[src/rtl/uart_access_arbiter_if.sv]
// rtl/uart_access_arbiter_if.sv - pulse-request/busy handshake shared by uartAccess clients
// The master issues requests; the slave reports busy, read data and status.
interface uart_access_arbiter_if;
   logic       accessReq;
   logic       readNotWrite;
   logic [7:0] dataIn;
   logic       timeOutEnable;
   logic       busy;
   logic [7:0] dataOut;
   logic       timeOut;
   logic       error;

   modport master (
      output accessReq, readNotWrite, dataIn, timeOutEnable,
      input  busy, dataOut, timeOut
   );

   modport slave (
      input  accessReq, readNotWrite, dataIn, timeOutEnable,
      output busy, dataOut, timeOut, error
   );
endinterface

[src/rtl/uart_access_arbiter.sv]
// rtl/uart_access_arbiter.sv - round-robin sharing of one uartAccess between two clients
// Each client holds one latched request; the FSM sequences the downstream handshake.
module uart_access_arbiter #(
   parameter int                    GUARD_CYCLES = 1,
   parameter int                    WDOG_WIDTH   = 16,
   parameter logic [WDOG_WIDTH-1:0] WDOG_LIMIT   = 16'hFFFF
) (
   input  logic                  clk,
   input  logic                  rst,
   uart_access_arbiter_if.slave  a,
   uart_access_arbiter_if.slave  b,
   uart_access_arbiter_if.master down
);

   localparam logic [2:0] IDLE      = 3'd0;
   localparam logic [2:0] ISSUE     = 3'd1;
   localparam logic [2:0] GUARD     = 3'd2;
   localparam logic [2:0] WAIT_DONE = 3'd3;
   localparam logic [2:0] DONE      = 3'd4;

   localparam logic [7:0] GUARD_LAST = 8'(GUARD_CYCLES - 1);

   logic [2:0]            state;
   logic                  grantB;
   logic                  rrPtrB;
   logic [7:0]            guardCnt;
   logic [WDOG_WIDTH-1:0] wdogCnt;

   logic       aPend, aRnw, aToe;
   logic [7:0] aData;
   logic       bPend, bRnw, bToe;
   logic [7:0] bData;

   logic [7:0] aDataOut, bDataOut;
   logic       aTimeOut, bTimeOut, aError, bError;

   logic       aDone, bDone, aBusy, bBusy, aCap, bCap;
   logic       inTxn, doneOk, wdogTrip, finish;
   logic [7:0] resData;
   logic       resTo;

   // busy drops during DONE so the client can re-request in that same cycle
   assign aDone = (state == DONE) && !grantB;
   assign bDone = (state == DONE) && grantB;
   assign aBusy = aPend && !aDone;
   assign bBusy = bPend && !bDone;
   assign aCap  = a.accessReq && !aBusy;
   assign bCap  = b.accessReq && !bBusy;

   assign a.busy    = aBusy;
   assign a.dataOut = aDataOut;
   assign a.timeOut = aTimeOut;
   assign a.error   = aError;
   assign b.busy    = bBusy;
   assign b.dataOut = bDataOut;
   assign b.timeOut = bTimeOut;
   assign b.error   = bError;

   assign inTxn              = (state != IDLE);
   assign down.accessReq     = (state == ISSUE);
   assign down.readNotWrite  = inTxn && (grantB ? bRnw : aRnw);
   assign down.timeOutEnable = inTxn && (grantB ? bToe : aToe);
   assign down.dataIn        = inTxn ? (grantB ? bData : aData) : 8'h00;

   assign doneOk   = (state == WAIT_DONE) && !down.busy;
   assign wdogTrip = (state == WAIT_DONE) && down.busy && (WDOG_LIMIT != '0) &&
                     (wdogCnt == WDOG_LIMIT - 1'b1);
   assign finish   = doneOk || wdogTrip;
   assign resData  = wdogTrip ? 8'h00 : down.dataOut;
   assign resTo    = wdogTrip || down.timeOut;

   always_ff @(posedge clk or posedge rst) begin
      if (rst) begin
         aPend <= 1'b0;
         aRnw  <= 1'b0;
         aToe  <= 1'b0;
         aData <= 8'h00;
         bPend <= 1'b0;
         bRnw  <= 1'b0;
         bToe  <= 1'b0;
         bData <= 8'h00;
      end else begin
         if (aCap) begin
            aPend <= 1'b1;
            aRnw  <= a.readNotWrite;
            aToe  <= a.timeOutEnable;
            aData <= a.dataIn;
         end else if (aDone) begin
            aPend <= 1'b0;
         end
         if (bCap) begin
            bPend <= 1'b1;
            bRnw  <= b.readNotWrite;
            bToe  <= b.timeOutEnable;
            bData <= b.dataIn;
         end else if (bDone) begin
            bPend <= 1'b0;
         end
      end
   end

   always_ff @(posedge clk or posedge rst) begin
      if (rst) begin
         state    <= IDLE;
         grantB   <= 1'b0;
         rrPtrB   <= 1'b0;
         guardCnt <= 8'h00;
         wdogCnt  <= '0;
      end else begin
         case (state)
            IDLE: begin
               // the pointer only advances when both clients contend
               if (aPend && bPend) begin
                  grantB <= rrPtrB;
                  rrPtrB <= !rrPtrB;
                  state  <= ISSUE;
               end else if (aPend) begin
                  grantB <= 1'b0;
                  state  <= ISSUE;
               end else if (bPend) begin
                  grantB <= 1'b1;
                  state  <= ISSUE;
               end
            end
            ISSUE: begin
               guardCnt <= 8'h00;
               state    <= GUARD;
            end
            GUARD: begin
               if (guardCnt == GUARD_LAST) begin
                  wdogCnt <= '0;
                  state   <= WAIT_DONE;
               end else begin
                  guardCnt <= guardCnt + 8'h01;
               end
            end
            WAIT_DONE: begin
               if (finish) begin
                  state <= DONE;
               end else begin
                  wdogCnt <= wdogCnt + 1'b1;
               end
            end
            DONE: begin
               state <= IDLE;
            end
            default: begin
               state <= IDLE;
            end
         endcase
      end
   end

   always_ff @(posedge clk or posedge rst) begin
      if (rst) begin
         aDataOut <= 8'h00;
         aTimeOut <= 1'b0;
         aError   <= 1'b0;
         bDataOut <= 8'h00;
         bTimeOut <= 1'b0;
         bError   <= 1'b0;
      end else if (finish) begin
         if (grantB) begin
            bDataOut <= resData;
            bTimeOut <= resTo;
            bError   <= wdogTrip;
         end else begin
            aDataOut <= resData;
            aTimeOut <= resTo;
            aError   <= wdogTrip;
         end
      end
   end

endmodule

[src/flat_wrapper.sv]
// flat-port wrapper written by rule: the top's interface ports become plain ports
module uart_access_arbiter_flat 
#(
   parameter int                    GUARD_CYCLES = 1,
   parameter int                    WDOG_WIDTH   = 16,
   parameter logic [WDOG_WIDTH-1:0] WDOG_LIMIT   = 16'hFFFF
)
  (clk, rst, a_accessReq, a_readNotWrite, a_dataIn, a_timeOutEnable, a_busy, a_dataOut, a_timeOut, a_error, b_accessReq, b_readNotWrite, b_dataIn, b_timeOutEnable, b_busy, b_dataOut, b_timeOut, b_error, down_accessReq, down_readNotWrite, down_dataIn, down_timeOutEnable, down_busy, down_dataOut, down_timeOut);
  uart_access_arbiter_if a_i ();
  uart_access_arbiter_if b_i ();
  uart_access_arbiter_if down_i ();
  input  logic clk;
  input  logic rst;
  input wire logic [$bits(a_i.accessReq)-1:0] a_accessReq;
  input wire logic [$bits(a_i.readNotWrite)-1:0] a_readNotWrite;
  input wire logic [$bits(a_i.dataIn)-1:0] a_dataIn;
  input wire logic [$bits(a_i.timeOutEnable)-1:0] a_timeOutEnable;
  output wire logic [$bits(a_i.busy)-1:0] a_busy;
  output wire logic [$bits(a_i.dataOut)-1:0] a_dataOut;
  output wire logic [$bits(a_i.timeOut)-1:0] a_timeOut;
  output wire logic [$bits(a_i.error)-1:0] a_error;
  input wire logic [$bits(b_i.accessReq)-1:0] b_accessReq;
  input wire logic [$bits(b_i.readNotWrite)-1:0] b_readNotWrite;
  input wire logic [$bits(b_i.dataIn)-1:0] b_dataIn;
  input wire logic [$bits(b_i.timeOutEnable)-1:0] b_timeOutEnable;
  output wire logic [$bits(b_i.busy)-1:0] b_busy;
  output wire logic [$bits(b_i.dataOut)-1:0] b_dataOut;
  output wire logic [$bits(b_i.timeOut)-1:0] b_timeOut;
  output wire logic [$bits(b_i.error)-1:0] b_error;
  output wire logic [$bits(down_i.accessReq)-1:0] down_accessReq;
  output wire logic [$bits(down_i.readNotWrite)-1:0] down_readNotWrite;
  output wire logic [$bits(down_i.dataIn)-1:0] down_dataIn;
  output wire logic [$bits(down_i.timeOutEnable)-1:0] down_timeOutEnable;
  input wire logic [$bits(down_i.busy)-1:0] down_busy;
  input wire logic [$bits(down_i.dataOut)-1:0] down_dataOut;
  input wire logic [$bits(down_i.timeOut)-1:0] down_timeOut;
  assign a_i.accessReq = a_accessReq;
  assign a_i.readNotWrite = a_readNotWrite;
  assign a_i.dataIn = a_dataIn;
  assign a_i.timeOutEnable = a_timeOutEnable;
  assign a_busy = a_i.busy;
  assign a_dataOut = a_i.dataOut;
  assign a_timeOut = a_i.timeOut;
  assign a_error = a_i.error;
  assign b_i.accessReq = b_accessReq;
  assign b_i.readNotWrite = b_readNotWrite;
  assign b_i.dataIn = b_dataIn;
  assign b_i.timeOutEnable = b_timeOutEnable;
  assign b_busy = b_i.busy;
  assign b_dataOut = b_i.dataOut;
  assign b_timeOut = b_i.timeOut;
  assign b_error = b_i.error;
  assign down_accessReq = down_i.accessReq;
  assign down_readNotWrite = down_i.readNotWrite;
  assign down_dataIn = down_i.dataIn;
  assign down_timeOutEnable = down_i.timeOutEnable;
  assign down_i.busy = down_busy;
  assign down_i.dataOut = down_dataOut;
  assign down_i.timeOut = down_timeOut;
  uart_access_arbiter #(.GUARD_CYCLES(GUARD_CYCLES), .WDOG_WIDTH(WDOG_WIDTH), .WDOG_LIMIT(WDOG_LIMIT)) u_core (.clk(clk), .rst(rst), .a(a_i), .b(b_i), .down(down_i));
endmodule
[config.mk]
export PLATFORM = sky130hd
export DESIGN_NAME = uart_access_arbiter_flat
export DESIGN_NICKNAME = d
export VERILOG_FILES = /design/src/rtl/uart_access_arbiter_if.sv /design/src/rtl/uart_access_arbiter.sv /design/src/flat_wrapper.sv
export SDC_FILE = /design/constraint.sdc
export NUM_CORES = 1
export LEC_CHECK = 0
export ABC_AREA = 1
export BUFFER_PORTS_ARGS = -buffer_cell sky130_fd_sc_hd__buf_4
export CAP_MARGIN = 20
export CELL_PAD_IN_SITES_DETAIL_PLACEMENT = 0
export CELL_PAD_IN_SITES_GLOBAL_PLACEMENT = 1
export CORE_MARGIN = 2
export CORE_UTILIZATION = 30
export CTS_CLUSTER_DIAMETER = 120
export DETAILED_ROUTE_END_ITERATION = 6
export PLACE_DENSITY_LB_ADDON = 0.1
export RECOVER_POWER = 25
export SYNTH_ARGS = -nofsm -noshare
export SYNTH_HDL_FRONTEND = slang
export SYNTH_SLANG_ARGS = --single-unit
[constraint.sdc]
create_clock -name clk -period 3.2 [get_ports clk]
set_clock_uncertainty 0.2 [all_clocks]
set_input_delay 0.64 -clock clk [delete_from_list [all_inputs] [get_ports clk]]
set_output_delay 0.64 -clock clk [all_outputs]
set_load 0.02 [all_outputs]
==> flow_summary.toml, run 1 <==
[synth]
netlist_area_um2 = 3760
yosys.area.top_type = "dfrtp_1"
synth_seq_cells = 71
ys_warn_count = 0
ys_seq_area_share_pct = 47.2
synth_top_area_share_pct = 47.2
synth.most_common_cell = "nand2_1"
synthCells = 509
synth.area.top_cells = "dfrtp_1, nand2_1, nand3_1"
synthDistinctLibCells = 30
ys.flop_type = "dfrtp_1"
syn_nets = 547
syn_avg_cell_area_um2 = 7.39
async_reset_ff_share_pct = 100
synth_common_cells = "nand2_1, dfrtp_1, nand3_1"
synth_enable_flop_cells = 0

[worst_setup_path]
critPathMaxStageDelay_ns = 0.59
path_max_fanout = 14
cpLargestDelayFamily = "buffers and inverters"
critical_path_required_ns = 2.36
end_kind = "primary output"
critical_path.slowest_cell = "dfrtp_1"
crit_path_start_kind = "register"
path_class = "reg -> out"
crit_arrival_ns = 1.79
cp.buffers_inverters = 4
crit_chain = "inv_1, o21ai_1, buf_4, inv_1, buf_4"

[final_layout]
synthToLayoutAreaGrowth_pct = 24.7
drive_gt1_share_pct = 17.6
antenna_cells = 0
fillers = 1323
fin_area_um2 = 4690
layout.nets = 611

[die]
coreArea_um2 = 12100
num_rows = 40
dieArea_um2 = 13400
die_x_um = 116
start_util_pct = 31.1
die_y_um = 116
io_pins = 67

[timing]
relSlewSlack_pct = 22.6
final.period_utilization_pct = 82.2
rsz0062_at_grt = "no"
fin_tns_setup_ns = 0
timing.final.crit_period_ns = 2.63
drv_slew = 0
fmax_ghz = 0.380
hold_viol = 0
tightest_slew_ns = 1.16
finalSetupViolations = 0

[global_routing]
grt_pass1_vias = 3389
antenna_found_initial = 0
grt_max_degree = 46
grt_usage_pct = 15.9
overflow = 0
grt_first_pass_wirelength_um = 16700

[drt]
routed_wl_um = 9840
vias_per_cell = 4.65
drt_iter0_markers = 255
antenna_left = 0
drt_pre_antenna_iters = 4
route.vias.total = 3472
wl_per_cell_um = 13.2
drc = 0

[power]
comb_power_share_pct = 41.8
power.density_nw_per_um2 = 839
p_switching_mw = 1.64
swShare_pct = 41.7
p_int_mw = 2.29
ir_drop_uv = 397
total_power_mw = 3.93
clock_power_share_pct = 23.6
cellLeakagePower_nw = 2.43
seqPwrFrac_pct = 34.6

[clock_tree]
cts_sinks = 71
cts-root-buf = "clkbuf_16"
htree_levels = 3
cts_buffers = 9
cts_tree = "built"
cts_max_path_buffers = 2
cts_resized = 0
postCtsSetupBuffers = 0
cts-hold-fix-buffers = 0
insertion_delay_ns = 0.33
clk_pin_slew_ns = 0.06

[placed_design]
io_buffers = 66
placed_area_um2 = 4430
place_congestion = 0.768
dp_hpwl_um = 6840

[run_status]
status = "finished clean"

[min_path]
hold_class = "reg -> reg"

[job]
max_cap_violations = 0
-- placed cells by master (no fill, tap or decap), types with 2 or more instances in the layout --
master	instances
inv_1	37
o21ai_0	9
a21oi_1	5
clkinv_2	2
nand2_4	3
nand2_1	205
nor2_1	43
inv_2	7
clkbuf_1	3
buf_4	71
nor3_1	6
o21bai_1	2
o22ai_1	3
clkbuf_16	9
ha_1	4
o21ai_1	2
nand3_1	55
xor2_1	5
nand4_1	20
dfrtp_1	71
nor3b_1	3
-- power by group through the flow --
stage / clock (mW) / sequential (mW) / combinational, mW
2_1_floorplan: 0 / 1.43 / 1.01
3_3_place_gp: 0 / 1.38 / 1.67
3_5_place_dp: 0 / 1.38 / 1.67
4_1_cts: 0.957 / 1.37 / 1.68
5_1_grt: 1.00 / 1.40 / 1.86
6_report: 0.929 / 1.36 / 1.64
-- stage by stage --
| stage | setup WS, ns | hold WS (ns) | instances | utilization, % |
|---|---|---|---|---|
| global placement | 0.967 | 0.256 | 730 | 36.6 |
| floorplan | 0.563 | 0.242 | 509 | - |
| CTS | 0.525 | 0.201 | 746 | 38.8 |
| finish | 0.571 | 0.268 | 746 | 38.7 |
| global route | 0.282 | 0.295 | 746 | 38.7 |
| detailed placement | 0.914 | 0.260 | 730 | 36.6 |
-- sequential cells by signal, summed over array words and instances (netlist names) --
register	count
u_core.a.dataOut	8
u_core.bRnw	1
u_core.b.dataOut	8
u_core.aPend	1
u_core.rrPtrB	1
u_core.aRnw	1
u_core.aToe	1
u_core.grantB	1
u_core.bData	8
u_core.bPend	1
u_core.b.timeOut	1
u_core.guardCnt	8
u_core.a.timeOut	1
u_core.a.error	1
u_core.bToe	1
u_core.aData	8
u_core.state	3
u_core.wdogCnt	16
u_core.b.error	1
-- worst min-delay path: stages, from the launching register on --
cell	delay, ns
dfrtp_1	0.34
nand2_1	0.05
nand2_1	0.04
-- cell families after synthesis --
family                     synth area share (%)
AOI/OAI and AO/OA                          3.89
xor gates and xnor gates                   1.16
adders and majority gates                  1.33
buffers and inverters                      6.99
DFF                                        47.2
and+or+nand+nor                            39.4
-- final timing paths --
| check | end | slack [ns] | depth (start not counted) | startpoint |
|---|---|---|---|---|
| worst max register to register | u_core.wdogCnt[15] | 1.04 | 8 | u_core.guardCnt[0] |
| worst max-delay path | b_busy | 0.57 | 5 | u_core.grantB |
| min in group asynchronous | u_core.a.dataOut[2] | 0.37 | 2 | rst |
| worst min register to register | u_core.b.dataOut[5] | 0.27 | 2 | u_core.b.dataOut[5] |
| worst min-delay path | u_core.b.dataOut[5] | 0.27 | 2 | u_core.b.dataOut[5] |
| max in group asynchronous | u_core.bPend | 0.72 | 3 | rst |
-- routing by layer --
layer,global-route usage (%),routed length (um)
met5,0,0
met4,6.98,196
met3,3.14,415
met2,24.2,4570
met1,22.1,4650
-- cell type report --
class / instances / area (um^2) / area share [%]
clock buffers: 13 / 250 / 5.34
multi-input cells: 374 / 1720 / 36.7
flip-flops and latches: 71 / 1780 / 37.9
well taps: 168 / 210 / 4.48
clock inverters: 3 / 18.8 / 0.400
repair buffers: 73 / 546 / 11.6
inverters: 44 / 165 / 3.52
No activity file was read; power rests on OpenSTA's default activity.
==> run 2, diff against run 1 <==
Clock period 3.2 ns to 2.6 ns, I/O delays scaled along.
==> run 2 against run 1 <==
Compared with the run above: the run now ends with capacitance limit, slew limit left; flip-flop and latch count unchanged; routed wire length grew 0.19%; combinational power rose by 24%; setup slack got worse by 0.39 ns; critical endpoint is now down_dataIn[4]; largest power group unchanged.
==> flow_summary.toml, run 2 (same netlist as run 1, synthesis figures left out) <==
[run_status]
status = "finished, violations left"
violations = "capacitance limit, slew limit"

[final_layout]
antenna_cells = 0
synthToLayoutAreaGrowth_pct = 26.7
layout_commonest_cell = "nand2_1"
drive_gt1_share_pct = 18.4
final_cell_mix = "nand2_1, buf_4, dfrtp_1"
fin_area_um2 = 4760
layout.nets = 613
largest_reg_flops = 16
fillers = 1307
regMostFlops = "u_core.wdogCnt"

[worst_setup_path]
crit_chain = "nor2_1, inv_1, nor2_1, inv_1, nand2_1, inv_1, buf_4"
cpLargestDelayFamily = "buffers and inverters"
end_kind = "primary output"
critPathMaxStageDelay_ns = 0.42
critical_path.slowest_cell = "dfrtp_1"
cp.buffers_inverters = 4
path_max_fanout = 11
critical_path_required_ns = 1.88
crit_path_start_kind = "register"
path_class = "reg -> out"
rrSetupSlack_ns = 0.50
cpMostUsedCell = "inv_1"
crit_arrival_ns = 1.70

[placed_design]
dp_hpwl_um = 6920
place_congestion = 0.782
placed_area_um2 = 4450
io_buffers = 66

[global_routing]
grt_max_degree = 72
overflow = 0
grt_pass1_vias = 3345
grt_usage_pct = 15.7
grt_first_pass_wirelength_um = 16400
antenna_found_initial = 0

[power]
power.density_nw_per_um2 = 1070
total_power_mw = 5.10
cellLeakagePower_nw = 2.47
ir_drop_uv = 456

[die]
coreArea_um2 = 12100
start_util_pct = 31.1
die_x_um = 116
io_pins = 67
num_rows = 40
die_y_um = 116
dieArea_um2 = 13400

[timing]
final.period_utilization_pct = 93.0
fmax_ghz = 0.414
fin_tns_setup_ns = 0
finalSetupViolations = 0
relSlewSlack_pct = -22.4
rsz0062_at_grt = "no"
timing.final.crit_period_ns = 2.42
hold_viol = 0
tightest_slew_ns = 1.84
drv_slew = 72

[drt]
drc = 0
wl_per_cell_um = 13.2
drt_iter0_markers = 178
route.vias.total = 3406
vias_per_cell = 4.55
drt_pre_antenna_iters = 4
routed_wl_um = 9860
antenna_left = 0

[job]
max_cap_violations = 1

[clock_tree]
cts_max_path_buffers = 2
cts-root-buf = "clkbuf_16"
cts_tree = "built"
postCtsSetupBuffers = 0
clk_pin_slew_ns = 0.06
cts_resized = 0
cts_sinks = 71
cts_buffers = 9
htree_levels = 3
cts-hold-fix-buffers = 0
insertion_delay_ns = 0.34

[min_path]
hold_class = "in -> reg"
==> run 2: final cells by class <==
| type | count | area (um^2) | share of cell area [%] |
|---|---|---|---|
| Clock buffer | 9 | 225 | 4.73 |
| Clock inverter | 7 | 105 | 2.21 |
| Inverter | 44 | 165 | 3.47 |
| Multi-Input combinational cell | 374 | 1720 | 36.1 |
| Sequential cell | 71 | 1780 | 37.3 |
| Tap cell | 168 | 210 | 4.41 |
| Timing Repair Buffer | 75 | 561 | 11.8 |
==> run 2: path summary, 6_finish.rpt <==
kind	end	depth (start not counted)	startpoint
min reg2reg	u_core.a.dataOut[7]	2	u_core.a.dataOut[7]
max	down_dataIn[4]	7	u_core.state[2]
max in group asynchronous	u_core.aRnw	3	rst
max reg2reg	u_core.bData[6]	6	u_core.grantB
min	u_core.bData[1]	3	b_dataIn[1]
min in group asynchronous	u_core.b.dataOut[0]	3	rst
==> run 2: where the power goes <==
part,internal (mW),switching [mW]
Combinational,0.723,1.32
Sequential,1.44,0.234
Clock,0.854,0.537
==> run 2: worst register-to-register path, cell delays in order, from the launching register on <==
cell     delay, ns
dfrtp_1       0.58
inv_1         0.27
o21ai_1       0.26
buf_4         0.21
nand2_1       0.24
nand2_1       0.16
nand2_1       0.07
==> run 2: stage by stage <==
step	worst slack [ns]	hold WS, ns	std cells	util [%]
5_1_grt	0.00899	0.207	748	39.3
4_1_cts	0.172	0.0790	748	39.5
2_1_floorplan	0.0834	0.242	509	-
3_3_place_gp	0.574	0.256	732	36.7
3_5_place_dp	0.518	0.263	732	36.7
6_report	0.182	0.207	748	39.3
==> run 2: layer usage <==
| metal | global-route usage [%] | share of wire, % | wire length [um] |
|---|---|---|---|
| met4 | 5.95 | 1.8 | 181 |
| met1 | 21.5 | 49 | 4880 |
| met5 | 0 | 0 | 0 |
| met3 | 3.66 | 3.8 | 374 |
| met2 | 24.4 | 45 | 4420 |
==> run 3, diff against run 2 <==
Settings changed: CORE_UTILIZATION 30 to 33.
==> run 3 against run 2 <==
Compared with the run above: the flow now finishes without violations; worst hold slack improved by 0.016 ns; global-route usage is 0.74 points higher; non-clock buffer count up 1; clock-buffer cell count rose by 1; fmax up 2.7%; routed wire length shrank 3.3%; flip-flop and latch count did not move; largest cell class unchanged.
==> flow_summary.toml, run 3 (same netlist as run 1, synthesis figures left out) <==
[global_routing]
grt_first_pass_wirelength_um = 16600
antenna_found_initial = 0
grt_usage_pct = 16.5
overflow = 0
grt_pass1_vias = 3427
grt_max_degree = 61

[final_layout]
layout.nets = 614
drive_gt1_share_pct = 15.7
synthToLayoutAreaGrowth_pct = 23.4
fin_area_um2 = 4640
regMostFlops = "u_core.wdogCnt"
layout_commonest_cell = "nand2_1"
final_cell_mix = "nand2_1, dfrtp_1, buf_4"
antenna_cells = 0
final_cells = 719
largest_reg_flops = 16

[die]
start_util_pct = 34.2
num_rows = 38
io_pins = 67
die_y_um = 111
die_x_um = 111
coreArea_um2 = 11000
dieArea_um2 = 12300

[timing]
finalSetupViolations = 0
fin_tns_setup_ns = 0
final.period_utilization_pct = 90.6
timing.final.crit_period_ns = 2.35
rsz0062_at_grt = "no"
tightest_slew_ns = 0.860
relSlewSlack_pct = 42.7
hold_viol = 0
drv_slew = 0
fmax_ghz = 0.425

[clock_tree]
cts_buffers = 9
cts_max_path_buffers = 2
clk_pin_slew_ns = 0.06
insertion_delay_ns = 0.32
cts-hold-fix-buffers = 1
cts_sinks = 71
cts_resized = 0
cts-root-buf = "clkbuf_16"
htree_levels = 3
postCtsSetupBuffers = 0
cts_tree = "built"

[placed_design]
dp_cells = 704
placed_area_um2 = 4410
dp_hpwl_um = 6780
place_congestion = 0.750
io_buffers = 66

[worst_setup_path]
reg2regPathDepth = 7
path_class = "reg -> out"
r2r_end = "u_core.guardCnt[5]"
cp-startpoint = "u_core.state[2]"
crit_path_start_kind = "register"
rrSetupSlack_ns = 0.57
path_max_fanout = 11
crit_arrival_ns = 1.63
crit_end = "down_timeOutEnable"
r2r-start = "u_core.guardCnt[0]"
critical_path_required_ns = 1.88
end_kind = "primary output"

[drt]
drt_iter0_markers = 158
antenna_left = 0
drc = 0
wl_per_cell_um = 13.3
routed_wl_um = 9530
vias_per_cell = 4.69
route.vias.total = 3372
drt_pre_antenna_iters = 4

[min_path]
hold_class = "in -> reg"

[job]
max_cap_violations = 0

[run_status]
status = "finished clean"

[power]
cellLeakagePower_nw = 2.40
power.density_nw_per_um2 = 1040
ir_drop_uv = 485
run 3: changes by cell type in the layout (fill, tap and decap cells not counted), sizes merged:
cell,change
inv,-2
dlygate4sd3,+1
clkinv,+1
clkinvlp,-1
buf,-13
bufinv,-1
clkbuf,+14
run 3: worst max-delay path: stages (launching register included):
cell,delay (ns)
dfrtp_1,0.41
nor2_1,0.10
inv_1,0.07
nor2_1,0.20
inv_1,0.21
nand2_1,0.12
inv_1,0.04
buf_4,0.15
run 3: cell type report:
type	count	area (um^2)
clock inverter	4	48.8
fill	1162	6340
timing repair buffer	76	524
inverter	44	165
tap	140	175
sequential	71	1780
multi-input combinational	374	1720
clock buffer	10	229
run 3: stage by stage:
stage                     setup WS [ns]  utilization (%)  power [mW]  hold WS [ns]
after global routing             0.0347             42.3        5.21         0.217
final                             0.245             42.3        4.81         0.223
after floorplan                  0.0834                -        2.99         0.242
after global placement            0.569             40.2        3.75         0.256
after CTS                         0.211             42.8        4.97         0.215
after detailed placement          0.543             40.2        3.76         0.260
run 3: worst min-delay path by stage:
stage | start | cells after the start | endpoint | slack (ns)
after floorplan | u_core.bData[6] | 2 | u_core.bData[6] | 0.24
after global placement | u_core.a.dataOut[4] | 2 | u_core.a.dataOut[4] | 0.26
after detailed placement | u_core.b.dataOut[7] | 2 | u_core.b.dataOut[7] | 0.26
after CTS | b_dataIn[1] | 3 | u_core.bData[1] | 0.22
after global routing | b_dataIn[1] | 3 | u_core.bData[1] | 0.22
final | b_dataIn[1] | 3 | u_core.bData[1] | 0.22
run 3: power breakdown:
group,internal (mW),leakage [nW],switching [mW]
logic,0.655,1.34,1.30
registers,1.44,0.920,0.236
clock network,0.730,0.138,0.452
total,2.82,2.40,1.99
run 3: per-layer routing:
metal | routed length [um] | GRT usage [%]
met4 | 78 | 5.08
met1 | 4680 | 22.6
met3 | 379 | 3.50
met2 | 4400 | 26.2
met5 | 0 | 0
